===== config.mk =====
export PLATFORM = sky130hd
export DESIGN_NAME = imm_narrow
export DESIGN_NICKNAME = d
export VERILOG_FILES = /design/src/rtl/imm_narrow_pkg.sv /design/src/rtl/imm_narrow_chunk_cmp.sv /design/src/rtl/imm_narrow.sv
export SDC_FILE = /design/constraint.sdc
export NUM_CORES = 1
export LEC_CHECK = 0
export CORE_UTILIZATION = 55
export CTS_CLUSTER_SIZE = 24
export DETAILED_ROUTE_END_ITERATION = 10
export PLACE_DENSITY = 0.93
export REMOVE_ABC_BUFFERS = 1
export SLEW_MARGIN = 20
export SYNTH_ARGS = -nofsm -noshare
export SYNTH_HDL_FRONTEND = slang
export SYNTH_SLANG_ARGS = --single-unit

===== constraint.sdc =====
create_clock -name clk -period 4.4 [get_ports clk]
set_clock_uncertainty 0.2 [all_clocks]
set_input_delay 1.1 -clock clk [delete_from_list [all_inputs] [get_ports clk]]
set_output_delay 1.1 -clock clk [all_outputs]
set_load 0.02 [all_outputs]

===== src/rtl/imm_narrow_pkg.sv =====
// imm_narrow_pkg: shared widths, derived scan geometry, FSM encoding and the
// saturation helper for the immediate narrower.
package imm_narrow_pkg;

  localparam int DATA_BUS_WIDTH  = 64;
  localparam int IMMEDIATE_WIDTH = 11;
  localparam int CHUNK_WIDTH     = 8;

  // Upper bits that must all equal the immediate sign bit.
  localparam int UPPER_WIDTH = DATA_BUS_WIDTH - IMMEDIATE_WIDTH;
  localparam int NUM_CHUNKS  = (UPPER_WIDTH + CHUNK_WIDTH - 1) / CHUNK_WIDTH;
  localparam int IDX_WIDTH   = (NUM_CHUNKS > 1) ? $clog2(NUM_CHUNKS) : 1;
  // The chunk table is padded to a power-of-two count so any index value
  // (including the look-ahead past the last chunk) selects a defined slice.
  localparam int NUM_SLOTS   = 1 << IDX_WIDTH;
  localparam int SCAN_WIDTH  = NUM_SLOTS * CHUNK_WIDTH;

  typedef enum logic [1:0] {
    IMMN_IDLE = 2'd0,
    IMMN_SCAN = 2'd1,
    IMMN_DONE = 2'd2
  } immn_state_e;

  // Most-positive / most-negative immediate selected by the source sign.
  function automatic logic [IMMEDIATE_WIDTH-1:0] sat_imm(input logic sign);
    logic [IMMEDIATE_WIDTH-1:0] res;
    if (sign) begin
      res = {1'b1, {(IMMEDIATE_WIDTH-1){1'b0}}};
    end else begin
      res = {1'b0, {(IMMEDIATE_WIDTH-1){1'b1}}};
    end
    return res;
  endfunction

endpackage


===== src/rtl/imm_narrow_chunk_cmp.sv =====
// imm_chunk_cmp: flags any in-range bit of one upper-bit chunk that differs
// from the immediate sign bit. Bits with mask=0 lie beyond the data word.
module imm_chunk_cmp
  import imm_narrow_pkg::*;
(
  input  logic [CHUNK_WIDTH-1:0] slice,
  input  logic [CHUNK_WIDTH-1:0] mask,
  input  logic                   sign,
  output logic                   mismatch
);

  assign mismatch = |((slice ^ {CHUNK_WIDTH{sign}}) & mask);

endmodule


===== src/rtl/imm_narrow.sv =====
// imm_narrow: multicycle signed narrowing of a DATA_BUS_WIDTH value to an
// IMMEDIATE_WIDTH immediate with a representability (overflow) flag.
// The upper bits are checked one CHUNK_WIDTH slice per cycle; the slice is
// registered ahead of the comparator, so one fetch cycle precedes the
// NUM_CHUNKS compare cycles.
// Build option: define IMM_NARROW_SATURATE_EN to clamp out_imm on overflow;
// otherwise out_imm is always the truncated low bits.
module imm_narrow
  import imm_narrow_pkg::*;
(
  input  logic                       clk,
  input  logic                       rst_n,
  input  logic                       in_valid,
  output logic                       in_ready,
  input  logic [DATA_BUS_WIDTH-1:0]  in_data,
  output logic                       out_valid,
  input  logic                       out_ready,
  output logic [IMMEDIATE_WIDTH-1:0] out_imm,
  output logic                       out_ovf
);

  localparam logic [IDX_WIDTH-1:0] LAST_IDX = IDX_WIDTH'(NUM_CHUNKS - 1);

  immn_state_e                     state_r;
  logic [DATA_BUS_WIDTH-1:0]       data_r;
  logic [IDX_WIDTH-1:0]            idx_r;
  logic                            mismatch_r;
  logic [CHUNK_WIDTH-1:0]          slice_r;
  logic [CHUNK_WIDTH-1:0]          mask_r;
  logic                            slice_vld_r;
  logic                            in_ready_r;
  logic                            out_valid_r;
  logic [IMMEDIATE_WIDTH-1:0]      out_imm_r;
  logic                            out_ovf_r;

  logic [SCAN_WIDTH-1:0]                   upper_flat_s;
  logic [SCAN_WIDTH-1:0]                   inrange_flat_s;
  logic [NUM_SLOTS-1:0][CHUNK_WIDTH-1:0]   upper_s;
  logic [NUM_SLOTS-1:0][CHUNK_WIDTH-1:0]   inrange_s;
  logic [IDX_WIDTH-1:0]                    fetch_idx_s;
  logic [CHUNK_WIDTH-1:0]                  fetch_slice_s;
  logic [CHUNK_WIDTH-1:0]                  fetch_mask_s;
  logic                                    cmp_s;
  logic                                    mis_next_s;
  logic [IMMEDIATE_WIDTH-1:0]              result_imm_s;

  // Zero-extend the upper bits into the chunk table and mark which bits exist.
  always_comb begin
    upper_flat_s   = '0;
    inrange_flat_s = '0;
    upper_flat_s[UPPER_WIDTH-1:0]   = data_r[DATA_BUS_WIDTH-1:IMMEDIATE_WIDTH];
    inrange_flat_s[UPPER_WIDTH-1:0] = {UPPER_WIDTH{1'b1}};
    upper_s   = upper_flat_s;
    inrange_s = inrange_flat_s;
  end

  // Pick the chunk to load next: chunk 0 on the fetch cycle, else idx+1.
  always_comb begin
    if (slice_vld_r) begin
      fetch_idx_s = idx_r + 1'b1;
    end else begin
      fetch_idx_s = idx_r;
    end
    fetch_slice_s = upper_s[fetch_idx_s];
    fetch_mask_s  = inrange_s[fetch_idx_s];
  end

  imm_chunk_cmp u_cmp (
    .slice    (slice_r),
    .mask     (mask_r),
    .sign     (data_r[IMMEDIATE_WIDTH-1]),
    .mismatch (cmp_s)
  );

  // Fold the current chunk into the sticky flag and form the final immediate.
  always_comb begin
    mis_next_s = mismatch_r | cmp_s;
`ifdef IMM_NARROW_SATURATE_EN
    if (mis_next_s) begin
      result_imm_s = sat_imm(data_r[DATA_BUS_WIDTH-1]);
    end else begin
      result_imm_s = data_r[IMMEDIATE_WIDTH-1:0];
    end
`else
    result_imm_s = data_r[IMMEDIATE_WIDTH-1:0];
`endif
  end

  // Control FSM: capture in IDLE, chunk scan in SCAN, hold result in DONE.
  always_ff @(posedge clk or negedge rst_n) begin
    if (!rst_n) begin
      state_r     <= IMMN_IDLE;
      data_r      <= '0;
      idx_r       <= '0;
      mismatch_r  <= 1'b0;
      slice_r     <= '0;
      mask_r      <= '0;
      slice_vld_r <= 1'b0;
      in_ready_r  <= 1'b1;
      out_valid_r <= 1'b0;
      out_imm_r   <= '0;
      out_ovf_r   <= 1'b0;
    end else begin
      case (state_r)
        IMMN_IDLE: begin
          if (in_valid && in_ready_r) begin
            data_r      <= in_data;
            idx_r       <= '0;
            mismatch_r  <= 1'b0;
            slice_vld_r <= 1'b0;
            in_ready_r  <= 1'b0;
            state_r     <= IMMN_SCAN;
          end
        end
        IMMN_SCAN: begin
          slice_r <= fetch_slice_s;
          mask_r  <= fetch_mask_s;
          if (!slice_vld_r) begin
            slice_vld_r <= 1'b1;
          end else begin
            mismatch_r <= mis_next_s;
            if (idx_r == LAST_IDX) begin
              slice_vld_r <= 1'b0;
              out_valid_r <= 1'b1;
              out_ovf_r   <= mis_next_s;
              out_imm_r   <= result_imm_s;
              state_r     <= IMMN_DONE;
            end else begin
              idx_r <= idx_r + 1'b1;
            end
          end
        end
        IMMN_DONE: begin
          if (out_ready) begin
            out_valid_r <= 1'b0;
            in_ready_r  <= 1'b1;
            state_r     <= IMMN_IDLE;
          end
        end
        default: begin
          slice_vld_r <= 1'b0;
          out_valid_r <= 1'b0;
          in_ready_r  <= 1'b1;
          state_r     <= IMMN_IDLE;
        end
      endcase
    end
  end

  assign in_ready  = in_ready_r;
  assign out_valid = out_valid_r;
  assign out_imm   = out_imm_r;
  assign out_ovf   = out_ovf_r;

endmodule

==> load_flow_metrics.sql, run 1 <==
INSERT INTO impl_metrics (metric_group, metric, value, unit) VALUES
('outcome', 'run_status', 'complete, no violations', ''),
('min_path', 'hold_depth', '2', ''),
('layout', 'area.growth.synth_to_final', '26.7', '%'),
('synth', 'synth-seq-cells', '95', ''),
('sta', 'timing.final.max_slew_violations', '0', ''),
('synth', 'synth.cell_area', '4170', 'um^2'),
('layout', 'insertedDiodeCount', '0', ''),
('min_path', 'hold_path.class', 'register to register', ''),
('power_and_ir_drop', 'pwr-share-seq', '0.427', ''),
('layout', 'filler_cell_count', '520', ''),
('clock_tree', 'clock_sinks', '95', ''),
('floorplan', 'chipWidth', '89.1', 'um'),
('floorplan', 'rows', '31', ''),
('synth', 'postSynthAreaPerCell', '9.43', 'um^2'),
('min_path', 'hp-start', 'data_r[11]', ''),
('route', 'drt_drc_violations_left', '0', ''),
('sta', 'normalized_max_slew_margin', '0.300', ''),
('power_and_ir_drop', 'vdd.ir_drop.worst', '0.266', 'mV'),
('placement', 'dp_hpwl', '6.16', 'mm'),
('critical_path', 'crit_arrival', '3.11', 'ns'),
('sta', 'setup_viol_count_final', '0', ''),
('critical_path', 'crit_path_top_delay_cell', 'nor2_4', ''),
('critical_path', 'slowest_delay', '0.62', 'ns'),
('critical_path', 'regToRegSetupSlack', '1.61', 'ns'),
('power_and_ir_drop', 'clockPowerShare', '0.193', ''),
('layout', 'layout_commonest_cell', 'nand2_1', ''),
('clock_tree', 'tritoncts', 'done', ''),
('critical_path', 'worst-endpoint-required', '4.50', 'ns'),
('synth', 'synth_cell_type_count', '36', ''),
('clock_tree', 'clock_tree.htree_level_count', '3', ''),
('global_route', 'grt_max_degree', '93', ''),
('floorplan', 'floorplan.initialDensity', '0.572', ''),
('sta', 'fin_hold_ws', '0.280', 'ns'),
('floorplan', 'core_region_area', '7290', 'um^2'),
('power_and_ir_drop', 'net-switching-power', '0.00127', 'W'),
('clock_tree', 'ctsResizeCount', '0', ''),
('sta', 'f_max', '333', 'MHz'),
('critical_path', 'worst_r2r_path_depth', '6', ''),
('sta', 'final_period_minus_worst_setup_slack', '3.01', 'ns'),
('sta', 'fin_setup_tns', '0', 'ns'),
('clock_tree', 'cts_hold_repair.buffers', '0', ''),
('clock_tree', 'clock_path_buffers', '2', ''),
('clock_tree', 'path_clk_slew', '0.09', 'ns'),
('critical_path', 'start_kind', 'input port', ''),
('floorplan', 'chipHeight', '89.1', 'um'),
('critical_path', 'end_kind', 'register', ''),
('route', 'wl_met1', '3.79', 'mm'),
('route', 'routed_wirelength', '9.22', 'mm'),
('layout', 'final_net_count', '586', ''),
('floorplan', 'design.die.area', '7930', 'um^2'),
('power_and_ir_drop', 'internal_power', '0.00223', 'W'),
('global_route', 'globalRouteOverflowTotal', '0', ''),
('route', 'top_layer', 'met4', ''),
('synth', 'seq_area_frac_synth', '0.570', ''),
('route', 'via_count', '3361', ''),
('synth', 'yosys_most_used_dff', 'dfrtp_1', ''),
('critical_path', 'worst_setup_path_class', 'input port to register', ''),
('power_and_ir_drop', 'p_per_area', '663', 'nW/um^2'),
('layout', 'layout-drive-gt1-share', '0.0921', ''),
('critical_path', 'worst_path_most_repeated_cell', 'nand2_1', ''),
('critical_path', 'critPathBufInv', '2', ''),
('route', 'firstDrtPassIters', '6', ''),
('critical_path', 'reg2reg_to', 'slice_r[2]', ''),
('clock_tree', 'clkLatencyLatePin', '0.37', 'ns'),
('synth', 'postSynth.asyncResetShare', '1.00', ''),
('placement', 'place.port_buffers', '81', ''),
('sta', 'hold_viol', '0', ''),
('sta', 'fin_crit_sh', '0.683', ''),
('power_and_ir_drop', 'power.combinational.fraction', '0.380', ''),
('global_route', 'global_route_wire_length_before_repair', '14.8', 'mm'),
('route', 'route.antenna.remaining_nets', '0', '');
-- per-stage QoR --
stage	power [W]	std cells	cell area [um^2]	setup WS, ns	utilization
CTS	0.00349	620	5280	1.40	0.724
global placement	0.00271	604	5040	1.10	0.691
floorplan	0.00234	419	4060	0.645	-
global route	0.00372	620	5280	1.26	0.725
finish	0.00350	620	5280	1.39	0.725
detailed placement	0.00281	604	5040	1.04	0.691
-- kinds of logic (layout without fill, tap and decap cells) --
kind of cell | count (synthesis) | in the layout | share of synthesized area
AO/OA/AOI/OAI | 44 | 44 | 0.0753
buffers and inverters | 25 | 104 | 0.0282
multiplexers | 35 | 35 | 0.0918
adder cells (fa/ha/maj) | 2 | 2 | 0.00600
flip-flops | 95 | 95 | 0.570
AND/OR/NAND/NOR | 239 | 239 | 0.222
XOR/XNOR | 2 | 2 | 0.00600
-- layout make-up --
cell class              instances  area [um^2]  share of cell area
repair buffers                 86          850               0.161
multi-input cells             322         1690               0.319
clock buffers                  10          128              0.0242
clock inverters                 6          110              0.0208
inverters                       2         7.51             0.00142
well taps                      99          124              0.0234
flip-flops and latches         95         2380               0.450
-- metal layers --
| layer | up-vias | GRT usage |
|---|---|---|
| met5 | - | 0 |
| met4 | 0 | 0.121 |
| met3 | 23 | 0.0360 |
| met2 | 120 | 0.411 |
| met1 | 1632 | 0.323 |
| li1 | 1586 | - |
-- tightest hold or removal path, cell delays in order, from the launching register on --
cell and delay [ns]:
dfrtp_1 0.35, nand2_1 0.05, nand2_1 0.05
-- cell usage after synthesis (all sizes together) (2+ instances only) --
library cell | instances | share of area
nor2b | 2 | 0.0030
buf | 8 | 0.013
mux2 | 26 | 0.070
o21ai | 10 | 0.012
mux2i | 9 | 0.022
a32oi | 2 | 0.0042
o31ai | 7 | 0.013
dfrtp | 94 | 0.56
a221oi | 5 | 0.011
o22a | 3 | 0.0063
nor2 | 12 | 0.011
nand2b | 2 | 0.0030
o22ai | 8 | 0.012
a21oi | 4 | 0.0075
inv | 2 | 0.0018
ha | 2 | 0.0060
nand2 | 212 | 0.19
clkbuf | 15 | 0.014
nand3 | 6 | 0.0072
-- flip-flops by register name (all words and copies together), names as in the netlist --
| signal | count |
|---|---|
| data_r | 64 |
| idx_r | 3 |
| in_ready | 1 |
| mask_r | 2 |
| mismatch_r | 1 |
| out_imm | 11 |
| out_ovf | 1 |
| out_valid | 1 |
| slice_r | 8 |
| slice_vld_r | 1 |
| state_r | 2 |
-- power by group through the flow --
stage	Sequential, W	Clock (W)	Combinational (W)
after floorplan	0.00147	0	0.000871
after global placement	0.00147	0	0.00123
after detailed placement	0.00151	0	0.00130
after CTS	0.00149	0.000679	0.00133
after global routing	0.00154	0.000715	0.00147
final	0.00150	0.000675	0.00133
-- worst max-delay path by stage --
stage | start | end | depth (start not counted)
after detailed placement | in_valid | data_r[54] | 7
after CTS | in_valid | data_r[54] | 7
final | in_valid | data_r[27] | 7
after floorplan | in_valid | data_r[0] | 5
after global placement | in_valid | idx_r[2] | 6
after global routing | in_valid | data_r[27] | 7
Note: power is estimated with default switching activity, not from simulation.
==> inputs of run 2 (changes only) <==
--- a/config.mk
+++ b/config.mk
@@ -5,10 +5,10 @@
 export SDC_FILE = /design/constraint.sdc
 export NUM_CORES = 1
 export LEC_CHECK = 0
-export CORE_UTILIZATION = 55
+export CORE_UTILIZATION = 47
 export CTS_CLUSTER_SIZE = 24
 export DETAILED_ROUTE_END_ITERATION = 10
-export PLACE_DENSITY = 0.93
+export PLACE_DENSITY = 0.86
 export REMOVE_ABC_BUFFERS = 1
 export SLEW_MARGIN = 20
 export SYNTH_ARGS = -nofsm -noshare
==> constraint.sdc (replaced) <==
create_clock -name clk -period 2.55 [get_ports clk]
set_clock_uncertainty 0.2 [all_clocks]
set_input_delay 0.6375 -clock clk [delete_from_list [all_inputs] [get_ports clk]]
set_output_delay 0.6375 -clock clk [all_outputs]
set_load 0.02 [all_outputs]
==> run 2 against run 1 <==
Against the previous run: first-iteration DRC count decreased by 31%; via count down 2.9%; hold slack worse by 0.25 ns; power rose by 75%; wire length shrank 2.1%; combinational power increased by 80%; non-clock buffer count increased by 10; cell count grew 2.6%; highest routed layer unchanged.
==> load_flow_metrics.sql, run 2 (synthesis results as in run 1) <==
INSERT INTO impl_metrics (metric_group, metric, value, unit) VALUES
('route', 'post_drt_wl_per_cell', '14.2', 'um'),
('critical_path', 'worst-endpoint-required', '1.71', 'ns'),
('floorplan', 'chipHeight', '96.2', 'um'),
('floorplan', 'rows', '33', ''),
('critical_path', 'start_kind', 'register', ''),
('clock_tree', 'tritoncts', 'done', ''),
('sta', 'final_period_minus_worst_setup_slack', '2.35', 'ns'),
('layout', 'final_net_count', '596', ''),
('critical_path', 'crit_path_top_delay_cell', 'clkdlybuf4s50_1', ''),
('global_route', 'grt_max_degree', '65', ''),
('route', 'routed_wirelength', '9.03', 'mm'),
('critical_path', 'critical_path.cell_chain', 'clkdlybuf4s50_1', ''),
('layout', 'layout_commonest_cell', 'nand2_1', ''),
('sta', 'fin_crit_sh', '0.923', ''),
('power_and_ir_drop', 'p_per_area', '1130', 'nW/um^2'),
('floorplan', 'num_io_pins', '82', ''),
('layout', 'finalNonFillerCells', '636', ''),
('global_route', 'grt_antenna_before_repair', '0', ''),
('power_and_ir_drop', 'net-switching-power', '0.00214', 'W'),
('critical_path', 'critPathBufInv', '1', ''),
('route', 'top_layer', 'met4', ''),
('route', 'wl_met1', '4.03', 'mm'),
('sta', 'fin_hold_ws', '0.0308', 'ns'),
('placement', 'cell_area_after_placement', '5180', 'um^2'),
('power_and_ir_drop', 'internal_power', '0.00400', 'W'),
('global_route', 'globalRouteTotalUtil', '0.216', ''),
('layout', 'mostFrequentLayoutCells', 'nand2_1, dfrtp_1, clkdlybuf4s50_1', ''),
('sta', 'normalized_max_slew_margin', '0.686', ''),
('clock_tree', 'clock_tree.htree_level_count', '3', ''),
('sta', 'setup_viol_count_final', '0', ''),
('sta', 'timing.final.max_slew_violations', '0', ''),
('layout', 'layout-drive-gt1-share', '0.107', ''),
('placement', 'place.port_buffers', '81', ''),
('layout', 'layout.cell_area.non_filler', '5430', 'um^2'),
('sta', 'rsz0062_at_grt', 'no', ''),
('placement', 'dp_hpwl', '6.39', 'mm'),
('sta', 'worst_slew_pin_slew', '0.470', 'ns'),
('outcome', 'run_status', 'complete, no violations', ''),
('critical_path', 'end_kind', 'output pin', ''),
('clock_tree', 'cts_hold_repair.buffers', '0', ''),
('critical_path', 'crit_arrival', '1.52', 'ns'),
('route', 'detailroute.wirelength.met3', '418', 'um'),
('route', 'drt_drc_violations_left', '0', ''),
('route', 'via_count', '3263', ''),
('floorplan', 'floorplan.initialDensity', '0.498', ''),
('power_and_ir_drop', 'pwr-share-seq', '0.417', ''),
('power_and_ir_drop', 'power.combinational.fraction', '0.390', ''),
('global_route', 'grt_pass1_vias', '3287', ''),
('layout', 'largest-register', 'data_r', ''),
('route', 'route.antenna.remaining_nets', '0', ''),
('floorplan', 'chipWidth', '96.2', 'um'),
('clock_tree', 'clk_root_buffer_cell', 'clkbuf_8', ''),
('clock_tree', 'clock_path_buffers', '2', ''),
('min_path', 'hold_path.class', 'input port to asynchronous set/reset pin', ''),
('critical_path', 'worst_setup_path_class', 'register to output pin', ''),
('power_and_ir_drop', 'switching_share', '0.349', ''),
('floorplan', 'design.die.area', '9250', 'um^2'),
('layout', 'insertedDiodeCount', '0', ''),
('route', 'drt-initial-drc-count', '157', ''),
('sta', 'hold_viol', '0', ''),
('floorplan', 'core_region_area', '8380', 'um^2'),
('clock_tree', 'path_clk_slew', '0.09', 'ns'),
('critical_path', 'critical_path.max_fanout', '4', ''),
('route', 'average_via_count_per_standard_cell', '5.13', ''),
('layout', 'utilization', '0.648', ''),
('global_route', 'globalRouteOverflowTotal', '0', ''),
('route', 'firstDrtPassIters', '5', ''),
('critical_path', 'slowest_delay', '0.60', 'ns'),
('global_route', 'global_route_wire_length_before_repair', '15.2', 'mm'),
('clock_tree', 'clock_sinks', '95', ''),
('clock_tree', 'post_cts.repair.setup_buffers', '0', ''),
('route', 'met2RoutedLength', '4.50', 'mm'),
('clock_tree', 'cts_buffers', '9', ''),
('job', 'cap_violations', '0', ''),
('clock_tree', 'clkLatencyLatePin', '0.35', 'ns'),
('critical_path', 'critical_path.top_delay_family', 'buffers and inverters', ''),
('placement', 'gp_congestion', '0.787', ''),
('layout', 'flip_flop_count_of_the_largest_register_all_copies_and_words_added', '64', ''),
('clock_tree', 'ctsResizeCount', '0', ''),
('placement', 'numPlacedInstances', '620', ''),
('power_and_ir_drop', 'vdd.ir_drop.worst', '0.607', 'mV'),
('power_and_ir_drop', 'clockPowerShare', '0.192', ''),
('power_and_ir_drop', 'p_leak', '2.64', 'nW'),
('layout', 'area.growth.synth_to_final', '30.2', '%'),
('sta', 'f_max', '425', 'MHz');
==> run 2: path summary, 6_finish.rpt <==
kind	from	end	slack, ns	cells after the start
worst max-delay path	in_ready	in_ready	0.20	1
worst min-delay path	rst_n	state_r[0]	0.03	1
worst max register to register	idx_r[1]	slice_r[4]	0.29	5
worst min register to register	data_r[38]	data_r[38]	0.27	2
max in group asynchronous	rst_n	out_imm[3]	1.49	2
min in group clk	data_r[38]	data_r[38]	0.27	2
==> run 2: layout make-up <==
type                    count  area [um^2]
fillers                   661         2950
well taps                 105          131
inverters                   2         7.51
clock inverters             5          106
multi-input cells         322         1680
flip-flops and latches     95         2380
repair buffers             96          983
clock buffers              11          141
==> run 2: metrics by stage <==
step                TNS, ns  total power [W]  setup WS [ns]
CTS                       0          0.00618          0.177
global placement          0          0.00483          0.197
finish                    0          0.00614          0.197
detailed placement        0          0.00497          0.162
global route              0          0.00658          0.138
floorplan            -47.51          0.00404         -0.742
==> run 2: power groups by stage <==
stage | registers (W) | clock network (W) | logic (W)
6_report | 0.00256 | 0.00118 | 0.00240
5_1_grt | 0.00265 | 0.00126 | 0.00267
4_1_cts | 0.00256 | 0.00120 | 0.00242
3_5_place_dp | 0.00259 | 0 | 0.00238
3_3_place_gp | 0.00254 | 0 | 0.00229
2_1_floorplan | 0.00254 | 0 | 0.00150
==> run 2: per-layer routing <==
layer	GRT usage	vias up
li1	-	1614
met1	0.283	1570
met2	0.362	72
met3	0.0498	7
met4	0.0522	0
met5	0	-
==> inputs of run 3 (changes only) <==
--- a/config.mk
+++ b/config.mk
@@ -5,6 +5,7 @@
 export SDC_FILE = /design/constraint.sdc
 export NUM_CORES = 1
 export LEC_CHECK = 0
+export CORE_ASPECT_RATIO = 0.8
 export CORE_UTILIZATION = 47
 export CTS_CLUSTER_SIZE = 24
 export DETAILED_ROUTE_END_ITERATION = 10
==> run 3 against run 2 <==
Against the previous run: fmax down 5.0%; register-to-register slack worse by 0.22 ns; cell count up 1.3%; die area is essentially flat; global-route usage decreased by 0.68 points; utilization decreased by 1.2 points; setup slack got worse by 0.12 ns; cell area increased by 0.18%; critical path depth increased by 4; sequential share of layout area fell by 0.081 points; wire length fell by 0.60%.
==> load_flow_metrics.sql, run 3 (synthesis results as in run 1) <==
INSERT INTO impl_metrics (metric_group, metric, value, unit) VALUES
('outcome', 'run_status', 'complete, no violations', ''),
('critical_path', 'slowest_delay', '0.89', 'ns'),
('clock_tree', 'tritoncts', 'done', ''),
('clock_tree', 'cts_buffers', '9', ''),
('layout', 'finalNonFillerCells', '644', ''),
('layout', 'layout-drive-gt1-share', '0.111', ''),
('floorplan', 'core_region_area', '8560', 'um^2'),
('critical_path', 'crit_path_top_delay_cell', 'xnor2_2', ''),
('floorplan', 'num_io_pins', '82', ''),
('sta', 'timing.final.max_slew_violations', '0', ''),
('critical_path', 'critical_path.cell_chain', 'xnor2_2 > buf_4 > mux2i_1 > o22ai_1 > o22a_1', ''),
('critical_path', 'cp-startpoint', 'idx_r[0]', ''),
('power_and_ir_drop', 'p_leak', '2.65', 'nW'),
('global_route', 'global_route_wire_length_before_repair', '15.1', 'mm'),
('clock_tree', 'post_cts.repair.setup_buffers', '0', ''),
('route', 'drt-initial-drc-count', '179', ''),
('critical_path', 'worst_setup_path_class', 'register to register', ''),
('layout', 'filler_cell_count', '707', ''),
('layout', 'flip_flop_count_of_the_largest_register_all_copies_and_words_added', '64', ''),
('critical_path', 'crit_arrival', '2.51', 'ns'),
('critical_path', 'worst-endpoint-required', '2.59', 'ns'),
('floorplan', 'rows', '30', ''),
('placement', 'numPlacedInstances', '628', ''),
('global_route', 'grt_antenna_before_repair', '0', ''),
('sta', 'normalized_max_slew_margin', '0.257', ''),
('clock_tree', 'clock_path_buffers', '2', ''),
('placement', 'cell_area_after_placement', '5200', 'um^2'),
('placement', 'gp_congestion', '0.839', ''),
('placement', 'dp_hpwl', '6.27', 'mm'),
('layout', 'layout.cell_area.non_filler', '5440', 'um^2'),
('job', 'cap_violations', '0', ''),
('layout', 'area.growth.synth_to_final', '30.5', '%'),
('clock_tree', 'clk_root_buffer_cell', 'clkbuf_8', ''),
('critical_path', 'end_kind', 'register', ''),
('layout', 'insertedDiodeCount', '0', ''),
('floorplan', 'chipHeight', '86.3', 'um'),
('layout', 'layout_commonest_cell', 'nand2_1', ''),
('critical_path', 'critPathBufInv', '1', ''),
('power_and_ir_drop', 'p_per_area', '1120', 'nW/um^2'),
('critical_path', 'critical_path.top_delay_family', 'XOR/XNOR gates', ''),
('sta', 'f_max', '404', 'MHz'),
('sta', 'worst_slew_pin_slew', '1.11', 'ns'),
('sta', 'hold_viol', '0', ''),
('critical_path', 'regToRegStartpoint', 'idx_r[0]', ''),
('global_route', 'grt_pass1_vias', '3326', ''),
('layout', 'largest-register', 'data_r', ''),
('min_path', 'hold_path.class', 'input port to asynchronous set/reset pin', ''),
('floorplan', 'design.die.area', '9260', 'um^2'),
('clock_tree', 'path_clk_slew', '0.09', 'ns'),
('clock_tree', 'clkLatencyLatePin', '0.35', 'ns'),
('floorplan', 'floorplan.initialDensity', '0.487', ''),
('layout', 'utilization', '0.636', ''),
('global_route', 'globalRouteTotalUtil', '0.209', ''),
('route', 'routed_wirelength', '8.97', 'mm'),
('route', 'post_drt_wl_per_cell', '13.9', 'um'),
('clock_tree', 'clock_tree.htree_level_count', '3', ''),
('route', 'average_via_count_per_standard_cell', '5.10', ''),
('critical_path', 'critical_path.max_fanout', '18', ''),
('global_route', 'globalRouteOverflowTotal', '0', ''),
('critical_path', 'start_kind', 'register', ''),
('layout', 'final_net_count', '597', ''),
('layout', 'mostFrequentLayoutCells', 'nand2_1, dfrtp_1, clkdlybuf4s50_1', ''),
('floorplan', 'chipWidth', '107', 'um'),
('critical_path', 'regToRegSetupSlack', '0.07', 'ns'),
('sta', 'fin_crit_sh', '0.971', ''),
('route', 'route.antenna.remaining_nets', '0', ''),
('route', 'firstDrtPassIters', '4', ''),
('power_and_ir_drop', 'vdd.ir_drop.worst', '0.535', 'mV'),
('route', 'via_count', '3286', ''),
('sta', 'final_period_minus_worst_setup_slack', '2.48', 'ns'),
('global_route', 'grt_max_degree', '96', ''),
('sta', 'setup_viol_count_final', '0', ''),
('route', 'drt_drc_violations_left', '0', ''),
('sta', 'rsz0062_at_grt', 'yes', ''),
('clock_tree', 'clock_sinks', '95', ''),
('placement', 'place.port_buffers', '81', '');
## run 3: routing by layer
layer / track usage / routed length [um] / vias up / part of all wire
li1: - / - / 1623 / -
met1: 0.283 / 4190 / 1584 / 0.47
met2: 0.344 / 4390 / 75 / 0.49
met3: 0.0504 / 349 / 4 / 0.039
met4: 0.0461 / 36 / 0 / 0.0040
met5: 0 / 0 / - / 0
## run 3: timing repair
action                     in CTS  in global routing
setup endpoints to repair       0                  1
resized for setup               0                  0
hold buffers                    0                  0
## run 3: path summary, 6_finish.rpt
kind	end	cells past startpoint
setup / recovery	slice_r[5]	5
hold / removal	data_r[59]	2
setup reg to reg	slice_r[5]	5
hold reg to reg	data_r[5]	2
max in group asynchronous	data_r[25]	2
min in group clk	data_r[5]	2
## run 3: cell type report
type,count,area (um^2),share of cell area
clock buffer,12,165,0.0304
tap,112,140,0.0258
multi-input combinational,322,1680,0.309
inverter,2,7.51,0.00138
sequential,95,2380,0.437
clock inverter,4,76.3,0.0140
timing repair buffer,97,991,0.182
## run 3: power by group
group	leakage (nW)	switching (W)	internal, W
clock	0.119	0.000500	0.000635
combinational	1.34	0.00124	0.00115
sequential	1.19	0.000412	0.00215
total	2.65	0.00215	0.00394
## run 3: metrics by stage
stage | worst slack (ns) | setup TNS, ns | total power [W] | hold WS [ns]
2_1_floorplan | -0.742 | -47.51 | 0.00404 | 0.142
3_3_place_gp | 0.173 | 0 | 0.00482 | 0.253
3_5_place_dp | 0.0768 | 0 | 0.00497 | 0.258
4_1_cts | 0.0702 | 0 | 0.00613 | 0.142
5_1_grt | -0.0149 | -0.0149 | 0.00652 | 0.144
6_report | 0.0742 | 0 | 0.00609 | 0.0913
